## config.mk

```make
export PLATFORM = sky130hd
export DESIGN_NAME = hex_scan_display
export DESIGN_NICKNAME = d
export VERILOG_FILES = /design/src/rtl/hex_scan_display.sv
export SDC_FILE = /design/constraint.sdc
export NUM_CORES = 1
export LEC_CHECK = 0
export CAP_MARGIN = 10
export CORE_ASPECT_RATIO = 0.6
export CORE_MARGIN = 3
export CORE_UTILIZATION = 50
export CTS_CLUSTER_SIZE = 40
export DETAILED_ROUTE_END_ITERATION = 16
export PLACE_DENSITY = 0.75
export SLEW_MARGIN = 20
export SYNTH_ARGS = -nofsm -noshare
export SYNTH_HDL_FRONTEND = slang
export SYNTH_SLANG_ARGS = --single-unit
```

## constraint.sdc

```tcl
create_clock -name clock -period 2.3 [get_ports clock]
set_input_delay 0.23 -clock clock [delete_from_list [all_inputs] [get_ports clock]]
set_output_delay 0.23 -clock clock [all_outputs]
set_load 0.02 [all_outputs]
```

## src/rtl/hex_scan_display.sv

```systemverilog
// Multiplexed N-digit hex seven-segment driver: scans common-anode digits over one shared
// segment bus, loads new values only on frame boundaries, blanks leading zeros and blinks digits.
module hex_scan_display #(
    parameter int N_DIGITS     = 4,
    parameter int SCAN_DIV     = 1000,
    parameter int BLINK_FRAMES = 64
) (
    input  logic                    clock,
    input  logic                    resetn,
    input  logic [4*N_DIGITS-1:0]   value,
    input  logic                    load,
    input  logic                    blank_lz,
    input  logic [N_DIGITS-1:0]     blink_en,
    output logic [6:0]              seg,
    output logic [N_DIGITS-1:0]     an,
    output logic                    pending,
    output logic                    frame_tick
);

    localparam int IW = (N_DIGITS > 1) ? $clog2(N_DIGITS) : 1;
    localparam int PW = $clog2(SCAN_DIV);
    localparam int FW = (BLINK_FRAMES > 1) ? $clog2(BLINK_FRAMES) : 1;
    localparam int NSEL = 2 ** IW;

    localparam logic [PW-1:0] PRESC_LAST = PW'(SCAN_DIV - 1);
    localparam logic [IW-1:0] IDX_LAST   = IW'(N_DIGITS - 1);
    localparam logic [FW-1:0] FRAME_LAST = FW'(BLINK_FRAMES - 1);

    logic [PW-1:0]           presc_reg;
    logic [IW-1:0]           idx_reg;
    logic [FW-1:0]           frame_cnt_reg;
    logic                    phase_reg;
    logic [4*N_DIGITS-1:0]   disp_reg;
    logic [4*N_DIGITS-1:0]   stage_reg;

    logic                    slot_end;
    logic                    frame_end;
    logic                    zero_run;
    logic [N_DIGITS-1:0]     lz_mask;
    logic [N_DIGITS-1:0]     an_next;
    logic [3:0]              nib_sel [NSEL];
    logic [NSEL-1:0]         blank_sel;
    logic [3:0]              cur_nib;
    logic                    cur_blank;

    function automatic logic [6:0] glyph(input logic [3:0] h);
        case (h)
            4'h0: glyph = 7'b1000000;
            4'h1: glyph = 7'b1111001;
            4'h2: glyph = 7'b0100100;
            4'h3: glyph = 7'b0110000;
            4'h4: glyph = 7'b0011001;
            4'h5: glyph = 7'b0010010;
            4'h6: glyph = 7'b0000010;
            4'h7: glyph = 7'b1111000;
            4'h8: glyph = 7'b0000000;
            4'h9: glyph = 7'b0010000;
            4'hA: glyph = 7'b0001000;
            4'hB: glyph = 7'b0000011;
            4'hC: glyph = 7'b1000110;
            4'hD: glyph = 7'b0100001;
            4'hE: glyph = 7'b0000110;
            default: glyph = 7'b0001110;
        endcase
    endfunction

    assign slot_end  = (presc_reg == PRESC_LAST);
    assign frame_end = slot_end && (idx_reg == IDX_LAST);

    // A digit is a leading zero when it and every more-significant digit is zero.
    always_comb begin
        zero_run = 1'b1;
        lz_mask  = '0;
        for (int k = N_DIGITS - 1; k >= 0; k--) begin
            zero_run   = zero_run && (disp_reg[4*k +: 4] == 4'h0);
            lz_mask[k] = zero_run && (k != 0);
        end
    end

    // Select tables padded to a power of two so the digit index never runs off the end.
    generate
        for (genvar gi = 0; gi < NSEL; gi++) begin : g_sel
            if (gi < N_DIGITS) begin : g_real
                assign nib_sel[gi]   = disp_reg[4*gi +: 4];
                assign blank_sel[gi] = (blank_lz && lz_mask[gi]) || (phase_reg && blink_en[gi]);
                assign an_next[gi]   = (idx_reg != IW'(gi));
            end else begin : g_pad
                assign nib_sel[gi]   = 4'h0;
                assign blank_sel[gi] = 1'b1;
            end
        end
    endgenerate

    assign cur_nib   = nib_sel[idx_reg];
    assign cur_blank = blank_sel[idx_reg];

    always_ff @(posedge clock or negedge resetn) begin
        if (!resetn) begin
            presc_reg     <= '0;
            idx_reg       <= '0;
            frame_cnt_reg <= '0;
            phase_reg     <= 1'b0;
            disp_reg      <= '0;
            stage_reg     <= '0;
            pending       <= 1'b0;
            frame_tick    <= 1'b0;
            seg           <= 7'h7F;
            an            <= '1;
        end else begin
            presc_reg <= slot_end ? '0 : presc_reg + PW'(1);
            if (slot_end) begin
                idx_reg <= (idx_reg == IDX_LAST) ? '0 : idx_reg + IW'(1);
            end
            frame_tick <= frame_end;

            if (load) begin
                stage_reg <= value;
            end
            // Display only changes between frames, so a frame never shows mixed values.
            if (frame_end) begin
                pending <= 1'b0;
                if (load) begin
                    disp_reg <= value;
                end else if (pending) begin
                    disp_reg <= stage_reg;
                end
                if (frame_cnt_reg == FRAME_LAST) begin
                    frame_cnt_reg <= '0;
                    phase_reg     <= ~phase_reg;
                end else begin
                    frame_cnt_reg <= frame_cnt_reg + FW'(1);
                end
            end else if (load) begin
                pending <= 1'b1;
            end

            // First cycle of each slot is dark to hide segment changes.
            an  <= (presc_reg == '0) ? '1 : an_next;
            seg <= cur_blank ? 7'h7F : glyph(cur_nib);
        end
    end

endmodule
```

======== After elaboration in Yosys (flattened, before gate mapping) ========
Memories as Yosys holds them, arrays and structs flattened.
Index checks and enable logic that the tools add are counted.
W data, S select, Z words.
storage, ports and cells
  output and inout port bits .............. 13
  word-level logic and storage cells ...... 60
  ROM bits ................................ 112
  memories ................................ 1
  register bits ........................... 64
cells by class
  eq/ne operators ......................... 6
  order comparisons ....................... 2
  bitwise gates (word level) .............. 2
  $add $sub $neg .......................... 3
  reduce and logical (&&, ||, !) cells .... 22
  muxes and demuxes ....................... 14
memory list
  memory           depth  width  rd ports  clocked after Yosys merged registers in  wr ports  RTL line  text
  (no name shown)  16     7      1         0                                        0         47        case (h)
operators with widths
  cell                     number
  $mux W16                 2
  $logic_not A4 Y1         3
  $mux W4                  3
  $add A10 B1 Y10 const B  1
  $eq A10 B10 Y1 const B   1
  $logic_and A1 B1 Y1      10
  $logic_not A10 Y1        1
  $mux W10                 1
  $bmux W4 S2              1
  $mux W7                  1
  $add A6 B1 Y6 const B    1
  $eq A6 B6 Y1 const B     1
  $mux W6                  1
  $reduce_bool A2 Y1       3
  $ne A2 B2 Y1 const B     2
  $reduce_and A2 Y1        2
  $ge A3 B3 Y1 const B     1
  $logic_or A1 B1 Y1       3
  $lt A2 B3 Y1 const B     1
  $mux W1                  3
  $not A2 Y3               1
  $add A2 B1 Y2 const B    1
  $bmux W1 S2              1
  $eq A2 B2 Y1 const B     1
  other kinds (3)          3

======== Logic depth before layout (Yosys ltp) ========
Gate-level depths: netlist (run 1).
  depth after elaboration ................. 8
  mapped depth ............................ 8

======== Least setup slack after synthesis (run 1) ========
Ideal clock, no wire load.
  path kind ............................... register to register
  start point ............................. reg presc_reg[0]
  end point ............................... reg disp_reg[10]
  cell stages (with the launch flop) ...... 7
  library setup time ...................... 125 ps
  data arrival time ....................... 1989 ps
  required time ........................... 2175 ps
  slack ................................... 186 ps
  period minus slack after synthesis ...... 2114 ps
  cells stage by stage .................... dfrtp_1 -> ha_1 -> nor4bb_1 -> nand4_1 -> nor2_2 -> buf_4 -> mux2_2
between the ends
  cells in the longest elaborated chain, start to end .. 3
ends and longest elaborated chain
  element                      RTL line  text
  start, declared              29        logic [PW-1:0] presc_reg;
  start signal, assigned       110       presc_reg <= slot_end ? '0 : presc_reg + PW'(1);
  $eq A10 B10 Y1               67        assign slot_end = (presc_reg == PRESC_LAST);
  $logic_and A1 B1 Y1          68        assign frame_end = slot_end && (idx_reg == IDX_LAST);
  $reduce_and A2 Y1 (no line)  -
  end signal, assigned         123       disp_reg <= value;
  end signal, assigned         125       disp_reg <= stage_reg;
  end, declared                33        logic [4*N_DIGITS-1:0] disp_reg;
Every way passes these cells.
A chain may end at the register's enable or synchronous reset.

======== Worst setup path in the final report (run 1) ========
  start point ............................. reg disp_reg[13]
  end point ............................... reg seg[0]
between the ends
  cells in the longest elaborated chain, start to end .. 8
ends and longest elaborated chain
  element                                                 RTL line  text
  branches (longest 7 deep; another with $mem_v2 Z16 W7)  -
  $mux W7 *                                               139       seg <= cur_blank ? 7'h7F : glyph(cur_nib);
  end signal, assigned                                    139
  end, declared                                           14        output logic [6:0] seg,
Mark *: on every way between the ends. The select of a mux whose other input is x is not followed.

==> reports/qor.csv, run 1 <==
stage,metric,value,unit
status,outcome,"complete, no violations",
sta,hold slack final,48.6,ps
synthesis,ys flop type,dfrtp_1,
worst_setup_path,Top delay family on crit path,simple AND/OR/NAND/NOR gates,
layout,Ant. Diodes,0,
layout,nets,346,
sta,skew final,8.57,ps
route,Final ANT Viol Nets,0,
clock_tree,clk_lat worst skew,340,ps
sta,crit path time final,2160,ps
route,DR pass1 iterations,4,
power,worst vdd ir,303,µV
clock_tree,H-tree depth,3,
synthesis,syn_nets,298,
synthesis,leading cell type by number of instances after synthesis,dfrtp_1,
layout,Finished Layout Cells,394,
grt,initial antenna violation count,0,
floorplanning,core area,5810,µm²
hold_path,worst min path class,input port to asynchronous set/reset pin,
synthesis,YS warnings,0,
placed_design,number of buffers added on ports,36,
floorplanning,row cnt,21,
sta,final critical-path share of the clock period,93.7,%
clock_tree,number of CTS-inserted buffers,9,
synthesis,Syn Area/Cell,12.0,µm²
layout,share of cells above drive strength 1,24.5,%
placed_design,GPL Wtd Cong,0.886,
worst_setup_path,Worst Path Buf+Inv,0,
route,DRC,0,
worst_setup_path,kind of capture point of the worst setup path,register,
worst_setup_path,CP Data Required Time,2550,ps
synthesis,Synth area leader,dfrtp_1,
sta,FMAX,0.464,GHz
floorplanning,Die ar.,7260,µm²
worst_setup_path,CP max stage delay,550,ps
synthesis,sequential-to-total area share from yosys stat,51.7,%
route,via/cell ratio,5.50,
placed_design,Post-Place Cells,378,
clock_tree,post-CTS setup buffer count,0,
floorplanning,# IOs,37,
worst_setup_path,"Max FO, Critical Path",7,
synthesis,Async SR Flop Fraction,100,%
floorplanning,Die W,108,µm
synthesis,Synth Instances,261,
power,Power Dens Cells,593,nW/µm²
clock_tree,"Gates resized, CTS repair",0,
sta,setup violation total in the final timing report,0,
power,Pleak,0.00165,µW
layout,Layout area overhead,21.7,%
synthesis,Yosys top cell area share,42.5,%
grt,first-pass GRT wire length,10.6,mm
sta,Final Hold Viols,0,
placed_design,Placed Instance Area,3630,µm²
route,wire per inst,15.9,µm
synthesis,Synth area leaders,"dfrtp_1, mux2_2, dfstp_2, ha_1, mux2i_1",
synthesis,"Cell Area, Synth",3120,µm²
clock_tree,# hold bufs at CTS,0,
grt,number of global-route vias before repair,2145,
layout,post-layout instance area,3800,µm²
clock_tree,deepest clock path buffer count,2,
worst_setup_path,CP Class,register to register,
worst_setup_path,Setup crit start kind,register,
floorplanning,Die Span Y,67.2,µm
worst_setup_path,slowest CP cell,or4_1,
floorplanning,Initial Util,53.8,%
run,Max-Cap Viols,0,
placed_design,HPWL after DPL,4.49,mm
worst_setup_path,crit path cell chain,"or4b_1, or4_1, a311o_2, o211ai_1",
grt,GRT Util Overall,19.5,%
synthesis,Yosys cell types,50,
synthesis,"flops & latches, synth",64,
clock_tree,Root Buffer Master,clkbuf_8,
clock_tree,clock sink count,64,
synthesis,Post-synth EDFFs,0,
sta,actual slew at the worst max-slew pin,767,ps
route,1st-iter DRT viols,164,
grt,remaining global-route overflow,0,
worst_setup_path,arrival time worst endpoint,2410,ps
route,Routed WL,6.25,mm
grt,largest net degree at the start of global routing,65,
sta,Slew HR,48.9,%
synthesis,top post-synthesis cells by count,"dfrtp_1, mux2_2, nor2_1, nand2_1, ha_1",
sta,final slew viol count,0,
route,Vias,2168,
clock_tree,CTS tree,yes,
clock_tree,"CTS clk-pin slew, worst paths",70,ps
sta,RSZ-0062 raised after global routing,no,
layout by cell type, fill, tap and decap left out, types with 3 or more instances in the layout:
master,instances
mux2_2,35
or4_1,4
mux4_2,3
dfstp_2,11
nand3b_1,3
nand2_1,14
clkbuf_1,4
xnor2_1,5
nand3_1,11
mux2i_1,7
clkbuf_8,11
and2_1,5
and3_1,4
inv_1,10
nand4_1,6
buf_4,10
xor2_1,4
a21oi_1,7
dfrtp_1,53
ha_1,13
o21ai_0,7
clkdlybuf4s50_1,35
nor2_1,15
power by group:
| group | internal (µW) | switching [µW] | total (µW) |
|---|---|---|---|
| Clock | 450 | 396 | 846 |
| Combinational | 113 | 95.8 | 209 |
| Sequential | 1180 | 19.5 | 1200 |
through the flow:
step                      setup TNS, ps  utilization, %  setup WS [ps]  total power, µW
after global routing                  0            65.5           22.6             2360
after detailed placement           -370            62.5          -73.3             1430
after floorplan                       0               -            186             1320
after global placement             -133            62.5          -30.6             1420
final                                 0            65.5            144             2250
after CTS                             0            65.5            143             2280
cell type report:
type,count,area (µm²)
clock inverters,1,5.00
clock buffers,15,166
repair buffers,47,450
fillers,473,2010
well taps,80,100
inverters,11,41.3
multi-input cells,176,1420
flip-flops and latches,64,1620
final timing paths:
| kind | startpoint | endpoint | slack [ps] | cells past startpoint |
|---|---|---|---|---|
| worst max register to register | disp_reg[13]$_DFFE_PN0P_ | seg[0]$_DFF_PN1_ | 140 | 4 |
| worst min register to register | frame_cnt_reg[2]$_DFFE_PN0P_ | frame_cnt_reg[2]$_DFFE_PN0P_ | 490 | 1 |
| max in group asynchronous | resetn | presc_reg[7]$_DFF_PN0_ | 1740 | 2 |
| worst min-delay path | resetn | frame_tick$_DFF_PN0_ | 50 | 2 |
| worst max-delay path | disp_reg[13]$_DFFE_PN0P_ | seg[0]$_DFF_PN1_ | 140 | 4 |
| min in group clock | frame_cnt_reg[2]$_DFFE_PN0P_ | frame_cnt_reg[2]$_DFFE_PN0P_ | 490 | 1 |
per-layer routing:
metal	share of wire, %	up-vias	track usage [%]
met1	49	1054	28.0
met2	41	65	26.4
met3	8.9	10	7.35
met5	0	-	0
li1	-	1039	-
met4	1.2	0	8.35
cell families (layout without fill, tap and decap cells):
group                    after synthesis  after routing  share of synthesized area, %
XOR/XNOR                               9              9                          2.52
flip-flops                            64             64                          51.7
AND/OR/NAND/NOR                       77             77                          13.5
adder cells (fa/ha/maj)               13             13                          5.21
multiplexers                          46             46                          17.9
buffers and inverters                 21             74                          2.72
AO/OA/AOI/OAI                         31             31                          6.45
(Power assumes the default switching activity.)
==> run 2: changes to the inputs <==
- CORE_UTILIZATION: 50 -> 35
- PLACE_DENSITY: 0.75 -> not set
==> reports/qor.csv, run 2 (synthesis results as in run 1) <==
stage,metric,value,unit
clock_tree,post-CTS setup buffer count,0,
run,Max-Cap Viols,0,
placed_design,GPL Wtd Cong,0.872,
worst_setup_path,kind of capture point of the worst setup path,register,
layout,Layout area overhead,28.7,%
floorplanning,Die Span Y,79.2,µm
worst_setup_path,arrival time worst endpoint,2430,ps
floorplanning,row cnt,26,
clock_tree,"Gates resized, CTS repair",0,
layout,post-layout instance area,4020,µm²
sta,final slew viol count,0,
layout,most frequent cells in the layout,"dfrtp_1, mux2_2, clkdlybuf4s50_1",
sta,Final TNS setup,0,ps
hold_path,worst min path class,input port to asynchronous set/reset pin,
grt,number of global-route vias before repair,2223,
floorplanning,Die W,128,µm
clock_tree,Root Buffer Master,clkbuf_16,
route,1st-iter DRT viols,139,
clock_tree,clock sink count,64,
clock_tree,deepest clock path buffer count,2,
floorplanning,Die ar.,10100,µm²
layout,Fillers,797,
layout,Finished Layout Cells,427,
placed_design,HPWL after DPL,4.86,mm
worst_setup_path,CP Data Required Time,2550,ps
sta,Final Hold Viols,0,
floorplanning,core area,8590,µm²
worst_setup_path,Worst R2R Path Depth,4,
clock_tree,clk_lat worst skew,330,ps
sta,Slew HR,40.9,%
placed_design,Placed Instance Area,3690,µm²
route,via/cell ratio,5.04,
worst_setup_path,"Max FO, Critical Path",7,
sta,RSZ-0062 raised after global routing,no,
worst_setup_path,Crit. Startpoint,disp_reg[15]$_DFFE_PN0P_,
status,outcome,"complete, no violations",
power,Pleak,0.00172,µW
layout,share of cells above drive strength 1,26.3,%
power,total power,2870,µW
placed_design,number of buffers added on ports,36,
layout,"commonest non-fill, non-tap cell in the layout",dfrtp_1,
worst_setup_path,Worst R2R Start,disp_reg[15]$_DFFE_PN0P_,
sta,crit path time final,2190,ps
grt,remaining global-route overflow,0,
floorplanning,Initial Util,36.4,%
worst_setup_path,r2r setup slk,110,ps
clock_tree,H-tree depth,3,
clock_tree,"CTS clk-pin slew, worst paths",50,ps
power,worst vdd ir,360,µV
route,DRC,0,
worst_setup_path,Setup crit start kind,register,
route,Vias,2152,
grt,first-pass GRT wire length,11.3,mm
route,wire per inst,15.3,µm
clock_tree,CTS tree,yes,
worst_setup_path,RR Endpoint,seg[0]$_DFF_PN1_,
power,Power Dens Cells,714,nW/µm²
grt,GRT Util Overall,14.5,%
sta,actual slew at the worst max-slew pin,887,ps
grt,initial antenna violation count,0,
route,Final ANT Viol Nets,0,
clock_tree,number of CTS-inserted buffers,9,
worst_setup_path,CP Class,register to register,
layout,final core utilization,46.8,%
sta,final critical-path share of the clock period,95.1,%
floorplanning,# IOs,37,
layout,Ant. Diodes,0,
sta,FMAX,0.457,GHz
sta,setup violation total in the final timing report,0,
grt,largest net degree at the start of global routing,42,
route,DR pass1 iterations,4,
route,Routed WL,6.52,mm
sta,skew final,4.66,ps
clock_tree,# hold bufs at CTS,0,
placed_design,Post-Place Cells,411,
layout,nets,347,
-- run 2: changes by cell type in the layout (fill, tap and decap cells not counted), sizes merged --
cell	before	now
clkbuf	15	11
bufinv	0	2
clkinvlp	0	2
buf	12	13
-- run 2: critical path, stage by stage, from the launching register on --
cell      delay, ps
dfrtp_1         440
or4b_1          500
or4_1           580
a311o_2         480
o211ai_1        110
-- run 2: area by class of cell --
class                      count  area [µm²]  share of cell area, %
sequential                    64        1620                   40.2
multi-input combinational    176        1430                   35.5
timing repair buffer          48         470                   11.7
clock buffer                  11         243                   6.04
tap                          112         140                   3.49
clock inverter                 5        80.1                   1.99
inverter                      11        41.3                   1.03
-- run 2: metrics by stage --
| stage | hold WS, ps | setup WS, ps |
|---|---|---|
| 2_1_floorplan | -65.6 | 186 |
| 3_3_place_gp | 414 | -69.2 |
| 5_1_grt | 96.7 | 27.1 |
| 4_1_cts | 57.6 | 140 |
| 6_report | 25.4 | 113 |
| 3_5_place_dp | 408 | -82.9 |
-- run 2: worst max-delay path by stage --
stage | end | slack (ps) | cells past startpoint
finish | seg[0]$_DFF_PN1_ | 110 | 4
global route | disp_reg[1]$_DFFE_PN0P_ | 30 | 7
CTS | seg[6]$_DFF_PN1_ | 140 | 4
detailed placement | seg[6]$_DFF_PN1_ | -80 | 5
global placement | seg[0]$_DFF_PN1_ | -70 | 5
floorplan | disp_reg[10]$_DFFE_PN0P_ | 190 | 6
-- run 2: per-layer routing --
metal	part of all wire [%]	vias to the layer above	track usage [%]
met5	0	-	0
li1	-	1045	-
met2	37	61	18.2
met4	1.4	0	5.61
met3	7.2	9	4.97
met1	54	1037	22.1
-- run 2: report_power, final --
group | internal [µW] | leakage, µW | total [µW] | switching [µW]
logic | 116 | 0.000781 | 215 | 98.7
clock network | 975 | 0.000152 | 1460 | 481
registers | 1180 | 0.000789 | 1200 | 19.4
==> run 3: changes to the inputs <==
- clock period: 2.3 -> 1.9 ns (I/O delays scaled with it)
==> reports/qor.csv, run 3 (synthesis results as in run 1) <==
stage,metric,value,unit
clock_tree,number of CTS-inserted buffers,9,
sta,post-route worst setup slack,-163,ps
floorplanning,Die ar.,10100,µm²
floorplanning,row cnt,26,
sta,RSZ-0062 raised after global routing,yes,
floorplanning,Initial Util,36.4,%
clock_tree,H-tree depth,3,
sta,Slew HR,72.6,%
worst_setup_path,crit path capture,seg[4]$_DFF_PN1_,
sta,skew final,6.90,ps
grt,number of global-route vias before repair,2190,
status,outcome,"finished, violations left",
worst_setup_path,arrival time worst endpoint,2320,ps
route,1st-iter DRT viols,178,
sta,crit path time final,2060,ps
run,Max-Cap Viols,0,
floorplanning,Die W,128,µm
worst_setup_path,r2r setup slk,-160,ps
worst_setup_path,CP Data Required Time,2160,ps
worst_setup_path,RR Endpoint,seg[4]$_DFF_PN1_,
worst_setup_path,slowest CP cell,or4_4,
worst_setup_path,CP Class,register to register,
worst_setup_path,Setup crit start kind,register,
layout,Layout area overhead,39.3,%
route,DRC,0,
clock_tree,CTS tree,yes,
sta,hold slack final,400,ps
sta,Final Hold Viols,0,
layout,footprint of the multi-input gates,1520,µm²
route,via/cell ratio,5.05,
clock_tree,clk_lat worst skew,330,ps
clock_tree,"CTS clk-pin slew, worst paths",60,ps
route,Routed WL,7.24,mm
worst_setup_path,Crit. Startpoint,disp_reg[4]$_DFFE_PN0P_,
worst_setup_path,Worst R2R Start,disp_reg[4]$_DFFE_PN0P_,
route,Vias,2300,
worst_setup_path,"Max FO, Critical Path",7,
clock_tree,deepest clock path buffer count,2,
layout,share of cells above drive strength 1,34.1,%
layout,Ant. Diodes,0,
floorplanning,# IOs,37,
route,DR pass1 iterations,4,
sta,final slew viol count,0,
grt,first-pass GRT wire length,11.6,mm
layout,"commonest non-fill, non-tap cell in the layout",dfrtp_1,
sta,setup violation total in the final timing report,8,
worst_setup_path,kind of capture point of the worst setup path,register,
power,Pleak,0.00191,µW
route,Final ANT Viol Nets,0,
sta,Final TNS setup,-969,ps
layout,nets,375,
worst_setup_path,crit path cell chain,"or4_1, or4_4, a311o_2, nand3b_1",
clock_tree,Root Buffer Master,clkbuf_16,
layout,final core utilization,50.7,%
power,worst vdd ir,417,µV
sta,final critical-path share of the clock period,109,%
grt,initial antenna violation count,0,
hold_path,worst min path class,input port to asynchronous set/reset pin,
floorplanning,Die Span Y,79.2,µm
layout,Seq. cell area,1620,µm²
route,wire per inst,15.9,µm
status,failing checks,negative setup slack,
worst_setup_path,Worst R2R Path Depth,4,
placed_design,HPWL after DPL,5.10,mm
grt,largest net degree at the start of global routing,65,
sta,actual slew at the worst max-slew pin,408,ps
layout,Fillers,768,
layout,most frequent cells in the layout,"dfrtp_1, clkdlybuf4s50_1, buf_4",
floorplanning,core area,8590,µm²
grt,remaining global-route overflow,0,
grt,GRT Util Overall,15.0,%
power,Power Dens Cells,807,nW/µm²
clock_tree,clock sink count,64,
worst_setup_path,CP max stage delay,530,ps
sta,FMAX,0.485,GHz
placed_design,GPL Wtd Cong,0.884,
placed_design,number of buffers added on ports,36,
## run 3: per-stage QoR
stage	cells	worst slack [ps]	power, µW	area [µm²]
5_1_grt	455	-204	3660	4350
2_1_floorplan	261	-33.7	1600	3160
6_report	455	-163	3510	4350
4_1_cts	451	-186	3550	4240
3_5_place_dp	434	-370	1770	3900
3_3_place_gp	434	-335	1760	3900
## run 3: area by class of cell
cell class              count  share of cell area [%]
multi-input cells         176                    34.8
repair buffers             76                    16.5
well taps                 112                    3.22
clock buffers              10                    5.49
flip-flops and latches     64                    37.1
clock inverters             6                    1.90
inverters                  11                   0.949
## run 3: report_power, final
group | switching, µW | total [µW] | internal, µW
sequential | 20.2 | 1450 | 1430
combinational | 135 | 308 | 172
clock | 579 | 1750 | 1180
## run 3: worst min-delay path by stage
stage / startpoint / end / cells past startpoint
4_1_cts: resetn / frame_cnt_reg[1]$_DFFE_PN0P_ / 3
5_1_grt: resetn / frame_tick$_DFF_PN0_ / 3
3_5_place_dp: resetn / frame_tick$_DFF_PN0_ / 2
2_1_floorplan: resetn / disp_reg[0]$_DFFE_PN0P_ / 0
3_3_place_gp: resetn / frame_cnt_reg[4]$_DFFE_PN0P_ / 2
6_report: resetn / presc_reg[4]$_DFF_PN0_ / 3
## run 3: worst max-delay path: cells and delay by family, from the launching register on
family | cells | cell delay (ps)
simple gates | 3 | 1180
flops | 1 | 380
compound gates | 1 | 440
## run 3: timing repair
item / 4_1_cts / 5_1_grt
pin swaps: 4 / 6
hold buffers: 1 / 0
gates resized for setup: 3 / 17
hold endpoints to repair: 53 / 0
endpoints found under the setup margin: 23 / 28
setup buffers: 0 / 3
cloned: 0 / 1
## run 3: per-layer routing
layer	track usage, %	up-vias	part of all wire, %
li1	-	1097	-
met5	0	-	0
met4	5.40	0	1.2
met3	5.11	7	6.6
met2	18.4	61	38
met1	23.4	1135	54
